===== config.mk =====
export PLATFORM = sky130hd
export DESIGN_NAME = rr_arbiter_8
export DESIGN_NICKNAME = d
export VERILOG_FILES = /design/src/rtl/rr_arbiter_8.sv
export SDC_FILE = /design/constraint.sdc
export NUM_CORES = 1
export LEC_CHECK = 0
export CAP_MARGIN = 10
export CELL_PAD_IN_SITES_DETAIL_PLACEMENT = 0
export CELL_PAD_IN_SITES_GLOBAL_PLACEMENT = 2
export CORE_MARGIN = 2
export CORE_UTILIZATION = 35
export DETAILED_ROUTE_END_ITERATION = 16
export PLACE_DENSITY = 0.75
export SLEW_MARGIN = 20
export SYNTH_ARGS = -nofsm -noshare
export SYNTH_HDL_FRONTEND = slang
export SYNTH_SLANG_ARGS = --single-unit

===== constraint.sdc =====
create_clock -name clk -period 4.8 [get_ports clk]
set_input_delay 0.72 -clock clk [delete_from_list [all_inputs] [get_ports clk]]
set_output_delay 0.72 -clock clk [all_outputs]
set_load 0.02 [all_outputs]

===== src/rtl/rr_arbiter_8.sv =====
// Eight-way round-robin arbiter with a bounded hold time per grant.
// Grants are presented as a registered binary index plus valid for a 3-to-8 decoder.
module rr_arbiter_8 #(
  parameter int unsigned MAX_HOLD = 15
) (
  input  logic       clk,
  input  logic       rst_n,
  input  logic [7:0] req,
  input  logic       done,
  output logic [2:0] gnt_idx,
  output logic       gnt_vld,
  output logic       timeout
);

  typedef enum logic {IDLE, GRANT} state_t;

  state_t     state;
  logic [2:0] ptr;
  logic [3:0] hold_cnt;

  logic       found;
  logic [2:0] pick;
  logic       hold_limit;
  logic       req_drop;

  // Rotating priority search: first requester at or above ptr, modulo 8.
  always_comb begin
    // NOTE: every variable gets a default before any branch so no latch is inferred.
    found = 1'b0;
    pick  = ptr;
    for (int i = 0; i < 8; i++) begin
      automatic logic [2:0] idx = ptr + 3'(i);
      if (!found && req[idx]) begin
        found = 1'b1;
        pick  = idx;
      end
    end
  end

  assign hold_limit = (hold_cnt == 4'(MAX_HOLD - 1));
  assign req_drop   = !req[gnt_idx];

  always_ff @(posedge clk or negedge rst_n) begin
    if (!rst_n) begin
      state    <= IDLE;
      ptr      <= '0;
      hold_cnt <= '0;
      gnt_idx  <= '0;
      gnt_vld  <= 1'b0;
      timeout  <= 1'b0;
    end else begin
      // NOTE: non-blocking assignments so every register sees pre-edge values.
      case (state)
        IDLE: begin
          timeout <= 1'b0;
          gnt_vld <= 1'b0;
          if (found) begin
            state    <= GRANT;
            gnt_idx  <= pick;
            gnt_vld  <= 1'b1;
            ptr      <= pick + 3'd1;
            hold_cnt <= '0;
          end
        end
        GRANT: begin
          if (done || req_drop || hold_limit) begin
            state   <= IDLE;
            gnt_vld <= 1'b0;
            // Timeout only flags a forced revoke, never a voluntary or coincident release.
            timeout <= hold_limit && !done && !req_drop;
          end else if (hold_cnt != 4'hF) begin
            hold_cnt <= hold_cnt + 4'd1;
          end
        end
        default: state <= IDLE;
      endcase
    end
  end

endmodule


Word-level counts from Yosys, hierarchy flattened
Index checks and enable logic that the tools add are counted.

Word-level logic and storage cells: 97. Bits of input ports: 11. Register bits after elaboration: 13. Output and inout port bits: 5.

Equal/unequal tests: 6. $add $sub $neg: 9. Reductions and logical operators: 22. $lt $le $gt $ge: 9. Multiplexer cells: 44. Bitwise gates (word level): 1.

Operators by type and width (count): < comparator 3 x 4 -> 1 bit (second input constant) (9); binary-select mux 1 bit (select 3 bit) (9); 2-to-1 mux 1 bit (21); 2-to-1 mux 3 bit (7); adder 3 bit (second input constant) (4); 2-to-1 mux 4 bit (3); logical AND 1 bit (9); zero test 1 bit (9); case mux 4 bit (2 select lines) (1); adder 3 x 1 -> 3 bit (second input constant) (2); adder 3 x 2 -> 3 bit (second input constant) (2); case mux 1 bit (2 select lines) (3); adder 4 x 1 -> 4 bit (second input constant) (1); == test 4 bit (second input constant) (1); inequality test 2 x 1 -> 1 bit (second input constant) (2); inequality test 2 bit (second input constant) (2); inequality test 4 bit (second input constant) (1); AND reduction 3 bit (1); logical OR 1 bit (2); AND reduction 2 bit (1); NOT 1 bit (1).

Longest topological paths before layout
Word-level depth: 26. Gate-level depth with buffers: 16. Mapped depth without buffers: 12.

Least setup slack after synthesis
Ideal clock, no wire load.

Path type: register -> register. Start point: reg ptr[1]. End point: reg ptr[2]. Path slack: 861 ps. Cell stages (with the launch flop): 17. Data arrival time: 3848 ps. Clock period less this slack: 3939 ps. Setup time: 90 ps. Path buffers: 4. Data required time: 4710 ps. Cells stage by stage: dfrtp_1 buf_2 buf_2 inv_1 ha_1 buf_4 clkbuf_1 mux4_2 mux2_2 nand2_1 nor3_1 a311o_1 a211oi_1 a211oi_1 ha_1 or4_1 o221ai_1.

Cells in the longest elaborated chain, start to end: 25. Elaborated cells on any way between the ends: 54. Classes of those cells: 8 x add/sub; 31 x mux; 15 x reduce/logical.

RTL lines: start: declaration (line 18) `logic [2:0] ptr;`; start signal: assignment (line 61) `ptr <= pick + 3'd1;`; parallel branches: the longest is 23 deep, another holds adder 3 x 1 -> 3 bit; 2-to-1 mux 3 bit * (line 33) `if (!found && req[idx]) begin`; via pick[1] (line 22) `logic [2:0] pick;`; adder 3 x 1 -> 3 bit * (line 61).

Mark *: on every way through the listed nets, which the timed path passes. The select of a mux whose other input is x is not followed. A chain may end at the register's enable or synchronous reset.

Final worst setup path
Same ends and word-level chain as after synthesis.

==> flow_summary.json <==
{
  "ys_ff_latch": 13,
  "cts_sinks": 13,
  "cts_setup_buffers": 0,
  "grt_pass1_wl_um": 6780,
  "overflow": 0,
  "hold_class": "reg -> reg",
  "clk_pin_slew_ns": 0.05,
  "cp.required_ns": 4.95,
  "cts_max_path_buffers": 2,
  "grt_pass1_vias": 1350,
  "yosysTopAreaCell": "dfrtp_1",
  "ys_seq_area_frac": 0.198,
  "drc_errors": 0,
  "ant_nets": 0,
  "core_um2": 4440,
  "layout-drive-gt1-share": 0.192,
  "htreeDepth": 1,
  "critPathCaptureType": "flop",
  "die_x_um": 72.5,
  "worstSetupPathType": "reg -> reg",
  "io_buffers": 15,
  "max_freq_mhz": 251,
  "dieArea_um2": 5260,
  "antenna_found_initial": 0,
  "holdBufCountCts": 0,
  "diodes": 0,
  "syn_nets": 178,
  "ys_top_cells_by_area": "dfrtp_1 (20%), mux4_2 (16%), mux2i_1 (5.5%), mux4_1 (4.8%), mux2_2 (4.1%)",
  "synth_area_um2": 1640,
  "slew_headroom": 0.519,
  "root_buffer": "clkbuf_8",
  "track_usage": 0.164,
  "reg2reg_depth": 12,
  "whs_path_depth": 1,
  "synth_area_per_cell_um2": 10.1,
  "wl_um": 4100,
  "synth_top_area_frac": 0.198,
  "r2r_setup_slack_ns": 0.82,
  "worstSkewPairLatency_ns": 0.24,
  "hold_ws_ns": 0.506,
  "cts_resized": 0,
  "yosys_warnings": 0,
  "finalSetupViolations": 0,
  "final_max_slew_viol_count": 0,
  "setup_tns_ns": 0,
  "status": "complete, no violations",
  "layout_common_cells": "clkdlybuf4s50_1 (15), dfrtp_1 (13), mux4_2 (12), inv_1 (11), nand2_1 (11)",
  "die_h_um": 72.5,
  "cts_tree": "yes",
  "maxCapViolCount": 0,
  "numCtsBuffers": 3,
  "synthCells": 162,
  "wire_per_inst_um": 17.9,
  "final-hold-violation-count": 0,
  "num_vias": 1430,
  "area_growth_pct": 14.8,
  "layout_commonest_cell": "clkdlybuf4s50_1",
  "finClkSkew_ns": 0.00123,
  "routabilityCongestion": 0.826,
  "vias_per_cell": 6.24,
  "first_pass_iters": 5,
  "drtIter0Drc": 103,
  "dp_hpwl_um": 3100,
  "arrival_ns": 4.13,
  "critical_path.max_fanout": 16,
  "grt_max_degree": 18,
  "min_period_ns": 3.98,
  "pin_count": 16,
  "period_share": 0.830,
  "nets": 194,
  "rows": 24,
  "rsz0062_at_grt": "no",
  "ys_types": 52,
  "max_slew.worst_pin.slew_ns": 0.721,
  "start_kind": "flop",
  "initial_core_util": 0.370
}
==> worst paths after layout <==
path,from,to
worst max-delay path,ptr[1]$_DFFE_PN0P_,ptr[2]$_DFFE_PN0P_
worst min-delay path,gnt_vld$_DFFE_PN0P_,gnt_vld$_DFFE_PN0P_
worst max register to register,ptr[1]$_DFFE_PN0P_,ptr[2]$_DFFE_PN0P_
worst min register to register,gnt_vld$_DFFE_PN0P_,gnt_vld$_DFFE_PN0P_
max in group asynchronous,rst_n,ptr[2]$_DFFE_PN0P_
min in group asynchronous,rst_n,gnt_vld$_DFFE_PN0P_
==> cell usage after synthesis, drive strengths merged <==
cell type,number
nor3,4
nand3,2
o2111ai,1
xnor2,3
a311o,1
nand4,1
ha,5
o41ai,1
a211oi,4
o32ai,1
a311oi,1
o22ai,1
nand3b,2
o21a,1
a31oi,3
mux2,7
nand2b,5
nor2b,1
mux4,15
buf,7
o21ai,6
nor2,9
xor2,5
and3,1
and2,3
dfrtp,13
a32o,1
or2,2
o21bai,1
nor4,1
inv,12
or3,2
a21o,1
nand2,11
clkbuf,1
or4,1
a41oi,1
mux2i,11
a32oi,1
a21oi,7
and4,1
o221ai,5
==> registers in the layout, summed over array words and instances (netlist names) <==
register / count
gnt_vld: 1
state: 1
gnt_idx: 3
hold_cnt: 4
ptr: 3
timeout: 1
==> layout make-up <==
| type | instances | area [µm²] |
|---|---|---|
| clock buffers | 4 | 45.0 |
| fillers | 440 | 2560 |
| inverters | 12 | 47.5 |
| multi-input cells | 129 | 1220 |
| flip-flops and latches | 13 | 325 |
| well taps | 52 | 65.1 |
| repair buffers | 19 | 180 |
==> stage by stage <==
stage	setup slack [ns]	instances	utilization	instance area, µm²
global route	0.570	229	0.425	1890
global placement	0.769	225	0.414	1840
CTS	0.818	229	0.425	1890
floorplan	0.861	162	-	1640
detailed placement	0.688	225	0.414	1840
finish	0.818	229	0.425	1890
==> routing by layer <==
metal / wire [µm] / GRT usage
met1: 2090 / 0.249
met2: 1860 / 0.253
met3: 126 / 0.0139
met4: 18 / 0.0370
met5: 0 / 0
==> worst max-delay path, stage by stage, from the launching register on <==
cell	delay, ns
dfrtp_1	0.33
inv_1	0.12
ha_1	0.70
mux2i_1	0.19
mux4_2	0.53
a32oi_4	0.36
nor3_2	0.12
a311o_1	0.32
a211oi_1	0.31
a211oi_1	0.10
ha_1	0.22
or4_1	0.50
o221ai_1	0.08
==> cells by family after synthesis <==
kind of cell               Yosys count  synth area share
buffers and inverters               20            0.0578
DFF                                 13             0.198
xor gates and xnor gates             8            0.0426
and+or+nand+nor                     46             0.147
adders and majority gates            5            0.0381
muxes                               33             0.339
AOI/OAI and AO/OA                   37             0.177
Power is left out: the tool's default activity adds up to more than one toggle a clock period on the data nets, which glitch-free logic cannot reach.
==> RTL edit: new RTL, same flow settings <==
Make the reset (`rst_n`) synchronous in one clocked block.
--- a/src/rtl/rr_arbiter_8.sv
+++ b/src/rtl/rr_arbiter_8.sv
@@ -40,7 +40,7 @@
   assign hold_limit = (hold_cnt == 4'(MAX_HOLD - 1));
   assign req_drop   = !req[gnt_idx];
 
-  always_ff @(posedge clk or negedge rst_n) begin
+  always_ff @(posedge clk) begin
     if (!rst_n) begin
       state    <= IDLE;
       ptr      <= '0;
Behaviour: differs if rst_n is asserted again (counterexample within 4 cycles, from zero or initial values and one cycle with rst_n low); with rst_n held inactive, the same outputs for 10 cycles.
==> RTL edit against the original RTL <==
  * Sequential cell count unchanged
  * Area after synthesis up 4.3%
  * Design area up 2.1%
  * Routed wire length up 9.7%
  * Die area up 4.0%
  * Setup slack better by 33 ps
  * Count of clock-buffer cells in the layout unchanged
  * Critical path type unchanged
  * Critical endpoint is now ptr[2]
==> RTL edit: results (changes against the original RTL) <==
Run status
  • Status: finished clean

Placement
  • Gpl congestion: 0.915 (+11%)
  • Inst Count DP: 254 (+13%)
  • Pre-CTS setup slack: 815 ps (+127 ps)
  • Placed wire-length estimate: 3340 um (+7.5%)

Synthesis
  • Gate Count Post-Synth: 182 (+12%)
  • Ys async rst share: 0% (-100 points)
  • Register area share after synthesis: 15.2% (-4.6 points)
  • Fraction of the mapped netlist area in compound gates: 22.9% (+5.2 points)
  • Count of different cell masters after synthesis: 54 (+3.8%)
  • Mux cell area share after synthesis: 32.8% (-1.1 points)
  • Top_reg_cell synth: dfxtp_1
  • Synthesized Nets: 198 (+11%)
  • Post-Synth XOR/XNOR Area: 2.04% (-2.2 points)
  • Largest cells by area after synthesis: dfxtp_1 15%, mux4_2 11%, mux2i_1 8.8%

Min path
  • Min-delay src: gnt_vld
  • Min-Delay Endpoint: gnt_vld

Finish
  • Area Overhead vs Synth: 12.4%
  • NonClk Buf Share: 8.57% (-0.98 points)
  • ClkCell Share: 2.34% (-0.050 points)
  • Seq/total area: 13.5% (-3.7 points)
  • Fin cells: 258 (+13%)
  • Nonclk buf count: 17 (-2)
  • Comb_multi_in: 150 (+16%)
  • Fillers: 461 (+4.8%)
  • Share of cells above drive strength 1: 14.1% (-5.1 points)
  • Multi-input gate area in the final layout: 1350 um^2 (+10%)

Timing
  • Worst relative slew slack: 52.3% (+0.40 points)
  • Hold Slack: 472 ps (-33.1 ps)
  • Fin Clk Skew: 3.74 ps (+2.51 ps)

Global routing
  • Global-route wire length before repair: 7710 um (+14%)
  • Largest net degree at the start of global routing: 22 (+4)

Power and ir drop
  • VDD IR max: 270 uV

Worst setup path
  • Crit path from: ptr[1]
  • Maximum fanout along the worst path: 18 (+2)
  • FF-to-FF Start: ptr[1]

Drt
  • Initial DRT Pass Iterations: 4 (-1)
  • Via density: 5.84 (-6.4%)
  • Drt wl/cell: 17.4 um (-2.6%)

Die
  • Num rows: 25 (+4.2%)
==> RTL edit: cell types whose count changed after synthesis, sizes merged, moves of 3 or more <==
cell and change:
dfrtp -13, dfxtp +13, nand3 +10, mux2i +6, inv -5, nand2 +4, o211ai +4, o21a +4
a211oi -3, a31oi +3, buf +3, o221ai -3, xor2 -3
==> RTL edit: routing by layer <==
metal	GRT usage, %	vias up	part of all wire, %	wire (um)
met3	2.85	9	5.1	227
li1	-	738	-	-
met4	6.06	0	2.1	94
met2	27.1	50	45	2010
met1	26.9	711	48	2170
met5	0	-	0	0
==> RTL edit: worst max-delay path, stage by stage (launching register included) <==
cell and delay, ps:
dfxtp_1 320, inv_1 130, ha_1 790, mux2i_1 150, mux4_1 560, and2_0 320
o31ai_1 310, o21ai_0 120, nor4_1 380, nor2_1 90, ha_1 220, a2111o_1 400
o211ai_2 70
